**src/rtl/serial_adder_nbit.sv**
```systemverilog
// rtl/serial_adder_nbit.sv - digit-serial WIDTH-bit adder with valid/ready handshakes
//
// Purpose: adds two WIDTH-bit operands plus a carry-in, DIGIT bits per clock,
// LSB slice first, through one registered carry. The result holds until the
// consumer takes it.
// Optional feature: define SERIAL_ADDER_SUB_EN to add the InSub port
// (InSub = 1 computes A - B - InC as A + ~B + !InC).
//
// Ports:
//   Clk, Rst          clock (rising edge), asynchronous active-high reset
//   InA, InB, InC     operands and carry-in, taken when InValid & InReady
//   InSub             subtract select (only with SERIAL_ADDER_SUB_EN)
//   InValid, InReady  input handshake; InReady is high only in IDLE
//   OutSum            sum modulo 2^WIDTH
//   OutC, OutOvf      unsigned carry-out, signed overflow
//   OutValid,OutReady output handshake; OutValid is registered
module serial_adder_nbit #(
  parameter int WIDTH = 16,
  parameter int DIGIT = 4
) (
  input  logic             Clk,
  input  logic             Rst,
  input  logic [WIDTH-1:0] InA,
  input  logic [WIDTH-1:0] InB,
  input  logic             InC,
`ifdef SERIAL_ADDER_SUB_EN
  input  logic             InSub,
`endif
  input  logic             InValid,
  output logic             InReady,
  output logic [WIDTH-1:0] OutSum,
  output logic             OutC,
  output logic             OutOvf,
  output logic             OutValid,
  input  logic             OutReady
);

  localparam int N    = WIDTH / DIGIT;
  localparam int IDXW = (N > 1) ? $clog2(N) : 1;

  generate
    if (WIDTH < 1 || (WIDTH % DIGIT) != 0) begin : gBadParams
      $error("serial_adder_nbit: WIDTH must be >= 1 and a multiple of DIGIT");
    end
  endgenerate

  typedef enum logic [1:0] {IDLE, RUN, DONE} stateT;

  stateT            state;
  stateT            stateNext;
  logic [WIDTH-1:0] opA;
  logic [WIDTH-1:0] opB;
  logic             carry;
  logic [IDXW-1:0]  idx;
  logic [WIDTH-1:0] sumQ;
  logic             cQ;
  logic             ovfQ;
  logic             validQ;

  logic [WIDTH-1:0] bIn;
  logic             cIn;
  logic [DIGIT-1:0] aSlice;
  logic [DIGIT-1:0] bSlice;
  logic [DIGIT-1:0] sSlice;
  logic             cSlice;
  logic             ovfSlice;
  logic             lastSlice;

  // Subtraction is folded into the operands at accept time so the slice
  // datapath only ever adds.
`ifdef SERIAL_ADDER_SUB_EN
  assign bIn = InSub ? ~InB : InB;
  assign cIn = InSub ? ~InC : InC;
`else
  assign bIn = InB;
  assign cIn = InC;
`endif

  // Operands shift right each RUN cycle, so the current slice is always
  // the low DIGIT bits and no wide index mux is needed on the adder path.
  assign aSlice = opA[DIGIT-1:0];
  assign bSlice = opB[DIGIT-1:0];
  assign {cSlice, sSlice} = {1'b0, aSlice} + {1'b0, bSlice} + {{DIGIT{1'b0}}, carry};

  // Same-sign operands producing an opposite-sign result is exactly
  // carry-into-MSB XOR carry-out-of-MSB; only meaningful on the last slice.
  assign ovfSlice  = (aSlice[DIGIT-1] ~^ bSlice[DIGIT-1]) & (sSlice[DIGIT-1] ^ aSlice[DIGIT-1]);
  assign lastSlice = (idx == IDXW'(N - 1));

  always_ff @(posedge Clk or posedge Rst) begin
    if (Rst) begin
      state <= IDLE;
    end else begin
      state <= stateNext;
    end
  end

  always_comb begin
    stateNext = state;
    case (state)
      IDLE:    if (InValid)   stateNext = RUN;
      RUN:     if (lastSlice) stateNext = DONE;
      DONE:    if (OutReady)  stateNext = IDLE;
      default: stateNext = IDLE;
    endcase
  end

  always_ff @(posedge Clk or posedge Rst) begin
    if (Rst) begin
      opA    <= '0;
      opB    <= '0;
      carry  <= 1'b0;
      idx    <= '0;
      sumQ   <= '0;
      cQ     <= 1'b0;
      ovfQ   <= 1'b0;
      validQ <= 1'b0;
    end else begin
      case (state)
        IDLE: begin
          if (InValid) begin
            opA   <= InA;
            opB   <= bIn;
            carry <= cIn;
            idx   <= '0;
          end
        end
        RUN: begin
          opA   <= opA >> DIGIT;
          opB   <= opB >> DIGIT;
          carry <= cSlice;
          idx   <= idx + IDXW'(1);
          for (int k = 0; k < N; k++) begin
            if (idx == IDXW'(k)) begin
              sumQ[k*DIGIT +: DIGIT] <= sSlice;
            end
          end
          if (lastSlice) begin
            cQ     <= cSlice;
            ovfQ   <= ovfSlice;
            validQ <= 1'b1;
          end
        end
        DONE: begin
          if (OutReady) begin
            validQ <= 1'b0;
          end
        end
        default: begin
          validQ <= 1'b0;
        end
      endcase
    end
  end

  assign InReady  = (state == IDLE);
  assign OutSum   = sumQ;
  assign OutC     = cQ;
  assign OutOvf   = ovfQ;
  assign OutValid = validQ;

endmodule

```
**config.mk**
```make
export PLATFORM = sky130hd
export DESIGN_NAME = serial_adder_nbit
export DESIGN_NICKNAME = d
export VERILOG_FILES = /design/src/rtl/serial_adder_nbit.sv
export SDC_FILE = /design/constraint.sdc
export NUM_CORES = 1
export LEC_CHECK = 0
export BUFFER_PORTS_ARGS = -buffer_cell sky130_fd_sc_hd__buf_2
export CELL_PAD_IN_SITES_DETAIL_PLACEMENT = 1
export CELL_PAD_IN_SITES_GLOBAL_PLACEMENT = 2
export CORE_AREA = 4 4 89 112
export DETAILED_ROUTE_END_ITERATION = 6
export DIE_AREA = 0 0 93 116
export GPL_ROUTABILITY_DRIVEN = 0
export PLACE_DENSITY = 0.83
export SLEW_MARGIN = 20
export SYNTH_ARGS = -nofsm -noshare
export SYNTH_HDL_FRONTEND = slang
export SYNTH_SLANG_ARGS = --single-unit
```
**constraint.sdc**
```tcl
create_clock -name Clk -period 1.65 [get_ports Clk]
set_clock_uncertainty 0.1 [all_clocks]
set_input_delay 0.33 -clock Clk [delete_from_list [all_inputs] [get_ports Clk]]
set_output_delay 0.33 -clock Clk [all_outputs]
set_load 0.01 [all_outputs]
```
==> results of run 1 <==
[cells in the mapped netlist, types with 7 or more instances]
cell,n
inv_1,9
a21oi_1,7
o21ai_0,36
nand2_1,41
dfrtp_1,56
and2_1,13
ha_1,7
buf_2,10
a31oi_1,13
a22oi_1,11
nor2b_1,7
a22o_1,7
[cells by family after synthesis]
logic type | Yosys count
xor+xnor | 1
flops | 56
compound gates | 85
mux | 4
fa+ha+maj | 9
simple gates | 75
buf+inv | 27
[registers in the layout, summed over array words and instances (netlist names)]
signal and count:
carry 1, opB 16, OutSum 16, idx 2
OutC 1, OutValid 1, OutOvf 1, opA 16
state 2
[cell type report]
class                           count  area (um2)
Sequential cell                    56        1404
Fill cell                        1035        5488
Timing Repair Buffer               80       493.0
Inverter                            9       41.29
Clock buffer                        5       125.1
Multi-Input combinational cell    175        1214
Clock inverter                      2       60.06
Tap cell                          123       153.9
[through the flow]
step / setup TNS, ps / area (um2)
CTS: -1089 / 3422
global placement: -665.0 / 3177
detailed placement: -1248 / 3177
global route: -1959 / 3491
finish: -1021 / 3491
floorplan: -375.8 / 2663
[where the power goes]
part	internal [uW]	switching [uW]
combinational	1540	1830
sequential	1950	352
clock	862	493
[layer usage]
layer	track usage [%]	routed length, um	up-vias
met5	0	0	-
met4	3.812	108	0
met3	2.468	245	8
met2	26.67	3931	46
met1	18.54	3406	1098
li1	-	-	1037
[critical path, cell delays in order, from the launching register on]
cell	delay, ps
dfrtp_1	360
inv_2	50
fa_2	390
inv_2	60
fa_2	450
mux2_4	280
[worst paths after layout]
check                                               to  slack, ps  cells past startpoint
worst max-delay path             OutSum[5]$_DFFE_PP0P_       -150                      5
worst min-delay path            OutSum[11]$_DFFE_PP0P_         10                      3
worst max register to register   OutSum[5]$_DFFE_PP0P_       -150                      5
worst min register to register   OutSum[0]$_DFFE_PP0P_        380                      2
max in group asynchronous         state[0]$_DFFE_PP0P_       1170                      3
min in group Clk                   opA[13]$_DFFE_PP0P_        150                      2
[cells in the final DEF (no fill, tap or decap), types with 2 or more instances in the layout]
cell type   Yosys  final
a21o_2          2      2
a21oi_1         7      6
a22o_1          7      7
a22oi_1        11     11
a31oi_1        13     13
a32o_1          2      2
and2_1         13     13
buf_12          0      2
buf_2          10     56
buf_4           4     20
buf_6           1      2
bufinv_16       0      2
clkbuf_16       0      5
clkinvlp_4      0      2
dfrtp_1        56     54
dfrtp_2         0      2
fa_2            0      2
ha_1            7      6
inv_1           9      4
inv_2           0      3
mux2_4          0      3
nand2_1        41     41
nand3b_1        4      4
nor2_1          4      4
nor2b_1         7      6
nor2b_2         1      2
o21ai_0        36     30
o21ai_1         0      5
o21bai_4        1      2
o31ai_1         4      2
o31ai_2         0      2
[repair_timing]
action / in CTS / in global routing
resized for setup: 9 / 17
cloned: 1 / 0
pin swaps: 5 / 3
endpoints found under the setup margin: 36 / 36
buffers inserted: 2 / 2
hold endpoints to repair: 0 / 0
==> flow_metrics.env, run 1 <==
export IMPL_finalHoldViolations=0
export IMPL_synth_compound_area_share_pct=20.62
export IMPL_synth_seq_cells=56
export IMPL_areaGrowthSynthToFinish_pct=32.54
export IMPL_clock_root_buffer="clkbuf_16"
export IMPL_period_minus_slack_ps=1803
export IMPL_drc=0
export IMPL_syn_num_nets=303
export IMPL_nets=373
export IMPL_synth_top_area_cell="dfrtp_1"
export IMPL_p_leak_uw=0.001628
export IMPL_reg2reg_from="opA[0]$_DFFE_PP0P_"
export IMPL_cts_sinks=56
export IMPL_synth_area_top_cells="dfrtp_1, o21ai_0, nand2_1"
export IMPL_cts_tree="done"
export IMPL_wire_per_inst_um=17.09
export IMPL_p_per_area_mw_per_mm2=2013
export IMPL_hold_slack_ps=13.85
export IMPL_synth_simple_gate_area_share_pct=14.11
export IMPL_finalPower_uw=7027
export IMPL_fin_cells=450
export IMPL_core_area_mm2=0.008979
export IMPL_antenna_left=0
export IMPL_clockBufferDepth=2
export IMPL_grt_overflow_total=0
export IMPL_setup_viol_count_final=12
export IMPL_synthMuxAreaShare_pct=1.710
export IMPL_ys_seq_area_share_pct=53.21
export IMPL_setup_ws_ps=-153.5
export IMPL_worstPathMaxFanout=4
export IMPL_syn_cell_area_mm2=0.002634
export IMPL_slew_headroom_pct=67.52
export IMPL_dpl_cell_count=439
export IMPL_grt_pass1_vias=2399
export IMPL_firstDrtPassIters=4
export IMPL_status="finished with violations"
export IMPL_vias=2189
export IMPL_die_area_mm2=0.01079
export IMPL_post_route_period_util_pct=109.3
export IMPL_synth_distinct_cells=32
export IMPL_cp_start_kind="flop"
export IMPL_violations="setup timing"
export IMPL_grt_start_max_net_pins=57
export IMPL_synth_xor_area_share_pct=0.3325
export IMPL_place_ws_ps=-160.6
export IMPL_synth_top_family_by_area="compound AO/OA/AOI/OAI gates"
export IMPL_grtUsageTotal_pct=14.85
export IMPL_fp_row_count=39
export IMPL_vias_per_cell=4.864
export IMPL_dp_hpwl_um=5391
export IMPL_cts_hold_buffers=0
export IMPL_io_pins=57
export IMPL_htree_levels=2
export IMPL_n_antenna_cell=0
export IMPL_drt_wl_total_um=7692
export IMPL_clk_latency_ps=290
export IMPL_start_util_pct=29.33
export IMPL_syn_inst=257
export IMPL_synthAdderAreaFrac_pct=4.846
export IMPL_synthArstFlopShare_pct=100.0
export IMPL_clock_fmax_mhz=554.5
export IMPL_drtIter0Drc=114
export IMPL_antenna_found_initial=0
export IMPL_slew_viol_final=0
export IMPL_critPathRequiredTime_ps=1730
export IMPL_min_path_type="in2async"
export IMPL_tightest_slew_ps=486.0
export IMPL_yosys_warnings=0
export IMPL_io_buffers=56
export IMPL_cts_buffers=5
export IMPL_synth_edf_count=0
export IMPL_avgSynthCellArea_um2=10.25
export IMPL_worstSetupPathType="reg2reg"
export IMPL_ir_worst_vdd_v=0.0006396
export IMPL_die_w_um=93
export IMPL_synth_top_area_share_pct=53.21
export IMPL_synth_top_flop_cell="dfrtp_1"
export IMPL_grt_pass1_wl_um=12580
export IMPL_fp_dieH_um=116
export IMPL_layout_drive_gt1_share_pct=35.78
export IMPL_grt_setup_unrepaired="yes"
export IMPL_endpoint_kind="flop"
export IMPL_cp_arrival_ps=1880
export IMPL_fin_util_pct=38.88
export IMPL_path_clk_slew_ps=70
export IMPL_critPathLaunch="opA[0]$_DFFE_PP0P_"
export IMPL_maxCapViolCount=0
(Power assumes the default switching activity.)
==> run 2, diff against run 1 <==
--- a/config.mk
+++ b/config.mk
@@ -12,6 +12,7 @@
 export DETAILED_ROUTE_END_ITERATION = 6
 export DIE_AREA = 0 0 93 116
 export GPL_ROUTABILITY_DRIVEN = 0
+export GPL_TIMING_DRIVEN = 0
 export PLACE_DENSITY = 0.83
 export SLEW_MARGIN = 20
 export SYNTH_ARGS = -nofsm -noshare
==> constraint.sdc (replaced) <==
create_clock -name Clk -period 1.65 [get_ports Clk]
set_clock_uncertainty 0.1 [all_clocks]
set_input_delay 0.165 -clock Clk [delete_from_list [all_inputs] [get_ports Clk]]
set_output_delay 0.165 -clock Clk [all_outputs]
set_load 0.01 [all_outputs]
==> run 2 against run 1 <==
Compared with the run above:
- the flow still finishes with violations (setup timing)
- clock-buffer cell count up 2
- fmax down 0.18%
- via count decreased by 2.1%
- worst hold slack lost 13 ps
- sequential power hardly changed
- non-clock buffer count grew 3
- die area unchanged
- sequential cell count did not move
- critical path type unchanged
- largest power group unchanged
==> flow_metrics.env, run 2 (synthesized netlist as in run 1, its figures left out) <==
export IMPL_clock_fmax_mhz=553.5
export IMPL_grt_pass1_vias=2320
export IMPL_clock_root_buffer="clkbuf_16"
export IMPL_maxCapViolCount=0
export IMPL_worstSetupPathType="reg2reg"
export IMPL_core_area_mm2=0.008979
export IMPL_ff2ff_path_depth=5
export IMPL_path_depth=5
export IMPL_setup_ws_ps=-156.7
export IMPL_endpoint_kind="flop"
export IMPL_drtIter0Drc=100
export IMPL_drt_wl_total_um=7022
export IMPL_start_util_pct=29.33
export IMPL_grt_setup_unrepaired="yes"
export IMPL_p_leak_uw=0.001584
export IMPL_violations="setup timing"
export IMPL_period_minus_slack_ps=1807
export IMPL_die_w_um=93
export IMPL_cts_buffers=5
export IMPL_status="finished with violations"
export IMPL_dp_hpwl_um=5130
export IMPL_min_path_type="in2reg"
export IMPL_clockBufferDepth=2
export IMPL_nets=375
export IMPL_worstPathMaxFanout=4
export IMPL_tns_ps=-1136
export IMPL_cp_start_kind="flop"
export IMPL_areaGrowthSynthToFinish_pct=28.60
export IMPL_n_antenna_cell=0
export IMPL_fin_util_pct=37.72
export IMPL_dpl_cell_count=436
export IMPL_reg2reg_from="opB[0]$_DFFE_PP0P_"
export IMPL_finalHoldViolations=0
export IMPL_io_buffers=56
export IMPL_p_per_area_mw_per_mm2=1871
export IMPL_final_common_cell="buf_2"
export IMPL_cts_tree="done"
export IMPL_fp_row_count=39
export IMPL_wire_per_inst_um=15.50
export IMPL_switching_power_uw=2485
export IMPL_multi_input_area_mm2=0.001180
export IMPL_critPathBufInv=2
export IMPL_grt_pass1_wl_um=11670
export IMPL_critPathLaunch="opB[0]$_DFFE_PP0P_"
export IMPL_clkPwrFrac_pct=17.1
export IMPL_switching_share_pct=39.21
export IMPL_io_pins=57
export IMPL_pwr_share_comb_pct=46.9
export IMPL_vias=2144
export IMPL_critPathTopFamily="adder cells"
export IMPL_antenna_found_initial=0
export IMPL_reg2reg_to="OutSum[5]$_DFFE_PP0P_"
export IMPL_cp_endpoint="OutSum[5]$_DFFE_PP0P_"
export IMPL_grtUsageTotal_pct=13.93
export IMPL_fin_cells=453
export IMPL_path_clk_slew_ps=70
export IMPL_layout_drive_gt1_share_pct=31.82
export IMPL_intPower_uw=3853
export IMPL_vias_per_cell=4.733
export IMPL_fp_dieH_um=116
export IMPL_mostFrequentLayoutCells="buf_2, dfrtp_1, nand2_1"
export IMPL_tightest_slew_ps=692.0
export IMPL_firstDrtPassIters=4
export IMPL_grt_start_max_net_pins=57
export IMPL_clk_latency_ps=290
export IMPL_fillers=1068
export IMPL_slew_headroom_pct=53.87
export IMPL_htree_levels=2
export IMPL_crit_chain="inv_2 -> fa_2 -> inv_2 -> fa_2 -> mux2_2"
export IMPL_slew_viol_final=0
export IMPL_cts_sinks=56
export IMPL_seq_area_mm2=0.001401
export IMPL_drc=0
export IMPL_grt_overflow_total=0
export IMPL_critPathMaxStageDelay_ps=450
export IMPL_post_route_period_util_pct=109.5
export IMPL_r2r_setup_slack_ps=-160
export IMPL_ir_worst_vdd_v=0.0006786
export IMPL_cp_arrival_ps=1890
export IMPL_slowest_stage="fa_2"
export IMPL_setup_viol_count_final=11
export IMPL_antenna_left=0
export IMPL_pwr_share_seq_pct=35.9
export IMPL_die_area_mm2=0.01079
export IMPL_critPathRequiredTime_ps=1730
==> run 2: cell types whose count changed in the layout (fill, tap and decap cells not counted), moves of 3 or more <==
| cell | delta |
|---|---|
| o21ai_0 | +4 |
| o21ai_1 | -3 |
| buf_4 | -13 |
| dlygate4sd3_1 | +6 |
| mux2_4 | -3 |
| clkbuf_1 | +4 |
| buf_2 | +10 |
| mux2_2 | +3 |
==> run 2: final cells by class <==
class | count | area share, %
clock inverter | 1 | 0.2216
timing repair buffer | 65 | 10.71
multi-input combinational | 174 | 34.84
buffer | 18 | 3.029
tap | 123 | 4.544
inverter | 9 | 1.071
clock buffer | 7 | 4.211
sequential | 56 | 41.37
==> run 2: worst reg2reg max path, stage by stage, from the launching register on <==
cell and delay [ps]:
dfrtp_1 390, inv_2 60, fa_2 350, inv_2 70, fa_2 450, mux2_2 280
==> run 2: what timing repair did <==
action | CTS | global route
resized for setup | 8 | 5
hold buffers | 6 | 0
pin swaps | 3 | 5
setup endpoints to repair | 15 | 17
hold endpoints to repair | 61 | 0
buffers inserted | 2 | 1
==> run 2: per-stage QoR <==
step | total power (uW) | hold slack, ps | cell area (um2) | setup WS [ps]
final | 6337 | 1.303 | 3387 | -156.7
after global routing | 6896 | 4.755 | 3387 | -236.2
after CTS | 6327 | 3.595 | 3348 | -170.8
after detailed placement | 5088 | 230.6 | 3092 | -179.7
after global placement | 4940 | 282.8 | 3089 | -783.1
after floorplan | 4133 | 197.5 | 2655 | -78.10
==> run 2: power by group through the flow <==
stage | clock [uW] | combinational [uW] | sequential, uW
after global placement | 0 | 2660 | 2280
after detailed placement | 0 | 2780 | 2310
final | 1090 | 2970 | 2280
after global routing | 1180 | 3350 | 2370
after CTS | 1110 | 2930 | 2290
after floorplan | 0 | 1800 | 2340
==> run 2: how the worst min path moves through the flow <==
stage	startpoint	end	slack, ps	cells after the start
5_1_grt	InB[12]	opB[12]$_DFFE_PP0P_	5	2
4_1_cts	InB[12]	opB[12]$_DFFE_PP0P_	4	2
3_3_place_gp	InA[13]	opA[13]$_DFFE_PP0P_	280	2
3_5_place_dp	Rst	OutSum[9]$_DFFE_PP0P_	230	2
6_report	InB[12]	opB[12]$_DFFE_PP0P_	1	2
2_1_floorplan	InA[12]	opA[12]$_DFFE_PP0P_	200	1
==> run 2: layer usage <==
metal,wire (um),GRT usage [%],up-vias,part of all wire [%]
li1,-,-,1043,-
met1,3072,16.93,1050,44
met2,3630,25.18,45,52
met3,250,2.857,6,3.6
met4,69,3.519,0,0.98
met5,0,0,-,0
==> run 3, diff against run 2 <==
--- a/config.mk
+++ b/config.mk
@@ -14,6 +14,7 @@
 export GPL_ROUTABILITY_DRIVEN = 0
 export GPL_TIMING_DRIVEN = 0
 export PLACE_DENSITY = 0.83
+export REMOVE_ABC_BUFFERS = 1
 export SLEW_MARGIN = 20
 export SYNTH_ARGS = -nofsm -noshare
 export SYNTH_HDL_FRONTEND = slang
==> run 3 against run 2 <==
Compared with the run above:
- the flow still finishes with violations (setup timing)
- utilization decreased by 0.45 points
- critical endpoint unchanged
- clock-buffer cell count decreased by 1
- largest power group unchanged
- first-iteration DRC count fell by 9.0%
- routed wire length decreased by 0.28%
- critical path depth did not move
==> flow_metrics.env, run 3 (synthesized netlist as in run 1, its figures left out) <==
export IMPL_endpoint_kind="flop"
export IMPL_final_common_cell="buf_2"
export IMPL_cts_tree="done"
export IMPL_wl_met3_um=264
export IMPL_design_area_mm2=0.003347
export IMPL_layout_drive_gt1_share_pct=30.91
export IMPL_worstSetupPathType="reg2reg"
export IMPL_wl_met2_um=3709
export IMPL_reg2reg_from="opA[0]$_DFFE_PP0P_"
export IMPL_areaGrowthSynthToFinish_pct=27.08
export IMPL_fp_dieH_um=116
export IMPL_start_util_pct=29.33
export IMPL_firstDrtPassIters=4
export IMPL_dp_hpwl_um=4549
export IMPL_placed_cell_area_mm2=0.002968
export IMPL_io_buffers=56
export IMPL_clock_root_buffer="clkbuf_16"
export IMPL_clockBufferDepth=2
export IMPL_setup_ws_ps=-202.9
export IMPL_reg2reg_to="OutSum[5]$_DFFE_PP0P_"
export IMPL_highest_layer="met4"
export IMPL_hold_slack_ps=24.33
export IMPL_grt_setup_unrepaired="yes"
export IMPL_period_minus_slack_ps=1853
export IMPL_nets=363
export IMPL_drc=0
export IMPL_status="finished with violations"
export IMPL_ir_worst_vdd_v=0.0004810
export IMPL_post_route_period_util_pct=112.3
export IMPL_mostFrequentLayoutCells="buf_2, dfrtp_1, nand2_1"
export IMPL_cp_start_kind="flop"
export IMPL_die_area_mm2=0.01079
export IMPL_p_per_area_mw_per_mm2=1888
export IMPL_die_w_um=93
export IMPL_fillers=1067
export IMPL_grt_overflow_total=0
export IMPL_grt_start_max_net_pins=57
export IMPL_worstPathMaxFanout=4
export IMPL_cts_sinks=56
export IMPL_min_path_type="in2reg"
export IMPL_finalHoldViolations=0
export IMPL_setup_viol_count_final=15
export IMPL_seq_area_mm2=0.001409
export IMPL_path_clk_slew_ps=70
export IMPL_core_area_mm2=0.008979
export IMPL_drtIter0Drc=91
export IMPL_min_path_cells=4
export IMPL_n_antenna_cell=0
export IMPL_htree_levels=2
export IMPL_violations="setup timing"
export IMPL_grt_pass1_vias=2240
export IMPL_hold_end="state[1]$_DFFE_PP0P_"
export IMPL_multi_input_area_mm2=0.001196
export IMPL_maxCapViolCount=0
export IMPL_wl_met1_um=2914
export IMPL_io_pins=57
export IMPL_clock_fmax_mhz=539.7
export IMPL_antenna_left=0
export IMPL_critPathRequiredTime_ps=1720
export IMPL_grt_pass1_wl_um=11310
export IMPL_slew_viol_final=0
export IMPL_antenna_found_initial=0
export IMPL_fp_row_count=39
export IMPL_slew_headroom_pct=54.23
export IMPL_cts_buffers=5
export IMPL_grtUsageTotal_pct=13.37
export IMPL_place_ws_ps=-803.7
export IMPL_p_leak_uw=0.001536
export IMPL_drt_wl_total_um=7002
export IMPL_tightest_slew_ps=686.6
export IMPL_r2r_setup_slack_ps=-200
export IMPL_ff2ff_path_depth=5
export IMPL_vias_per_cell=4.814
export IMPL_clk_latency_ps=290
export IMPL_cp_arrival_ps=1930
export IMPL_vias=2118
export IMPL_hp_start="OutReady"
export IMPL_wire_per_inst_um=15.91
==> run 3: cell count changes in the layout (fill, tap and decap cells not counted), moves of 2 or more <==
cell	change
buf_2	-10
buf_4	-2
clkbuf_1	-3
dfrtp_1	-2
dfrtp_4	+2
nor2b_1	-2
nor2b_2	+3
o21ai_0	-4
o21ai_1	+3
==> run 3: repair_timing <==
| item | 4_1_cts | 5_1_grt |
|---|---|---|
| hold buffers | 7 | 0 |
| buffers inserted | 5 | 2 |
| endpoints found under the setup margin | 57 | 31 |
| pin swaps | 12 | 5 |
| gates resized for setup | 23 | 9 |
| hold endpoints to repair | 62 | 0 |
| cloned | 1 | 0 |
==> run 3: area by class of cell <==
type                       count  share of cell area, %
sequential                    56                  42.09
multi-input combinational    175                  35.74
tap                          123                  4.598
timing repair buffer          70                  12.37
clock inverter                 1                 0.1495
clock buffer                   6                  3.850
inverter                       9                  1.196
==> run 3: worst max-delay path by stage <==
stage,startpoint,to,slack [ps],cells after the start
after global routing,opA[0]$_DFFE_PP0P_,OutSum[1]$_DFFE_PP0P_,-250,5
after global placement,state[0]$_DFFE_PP0P_,OutSum[13]$_DFFE_PP0P_,-760,2
after floorplan,opA[0]$_DFFE_PP0P_,OutSum[1]$_DFFE_PP0P_,-130,5
final,opA[0]$_DFFE_PP0P_,OutSum[5]$_DFFE_PP0P_,-200,5
after detailed placement,state[0]$_DFFE_PP0P_,OutSum[13]$_DFFE_PP0P_,-800,2
after CTS,opA[0]$_DFFE_PP0P_,OutSum[5]$_DFFE_PP0P_,-200,5
==> run 3: per-stage QoR <==
| step | setup TNS (ps) | util, % | power (uW) | std cells |
|---|---|---|---|---|
| final | -1738 | 37.28 | 6319 | 440 |
| after global routing | -2715 | 37.28 | 6842 | 440 |
| after CTS | -2003 | 36.64 | 6186 | 438 |
| after detailed placement | -31650 | 33.05 | 4790 | 418 |
| after global placement | -70160 | 33.03 | 4649 | 418 |
| after floorplan | -762.8 | - | 3899 | 239 |
==> run 3: critical path, cell delays in order, from the launching register on <==
cell     delay, ps
dfrtp_1        360
inv_2           60
fa_2           400
inv_2           70
fa_2           470
mux2_2         280
==> run 3: power breakdown <==
part           internal (uW)  total (uW)  switching, uW
registers               1960        2480            515
logic                   1300        2820           1520
clock network            553        1020            464
total                   3820        6320           2500
==> run 3: per-layer routing <==
metal	GRT usage [%]	vias up
met1	15.91	1049
met4	4.301	0
met3	2.597	9
met2	24.22	41
met5	0	-
li1	-	1019
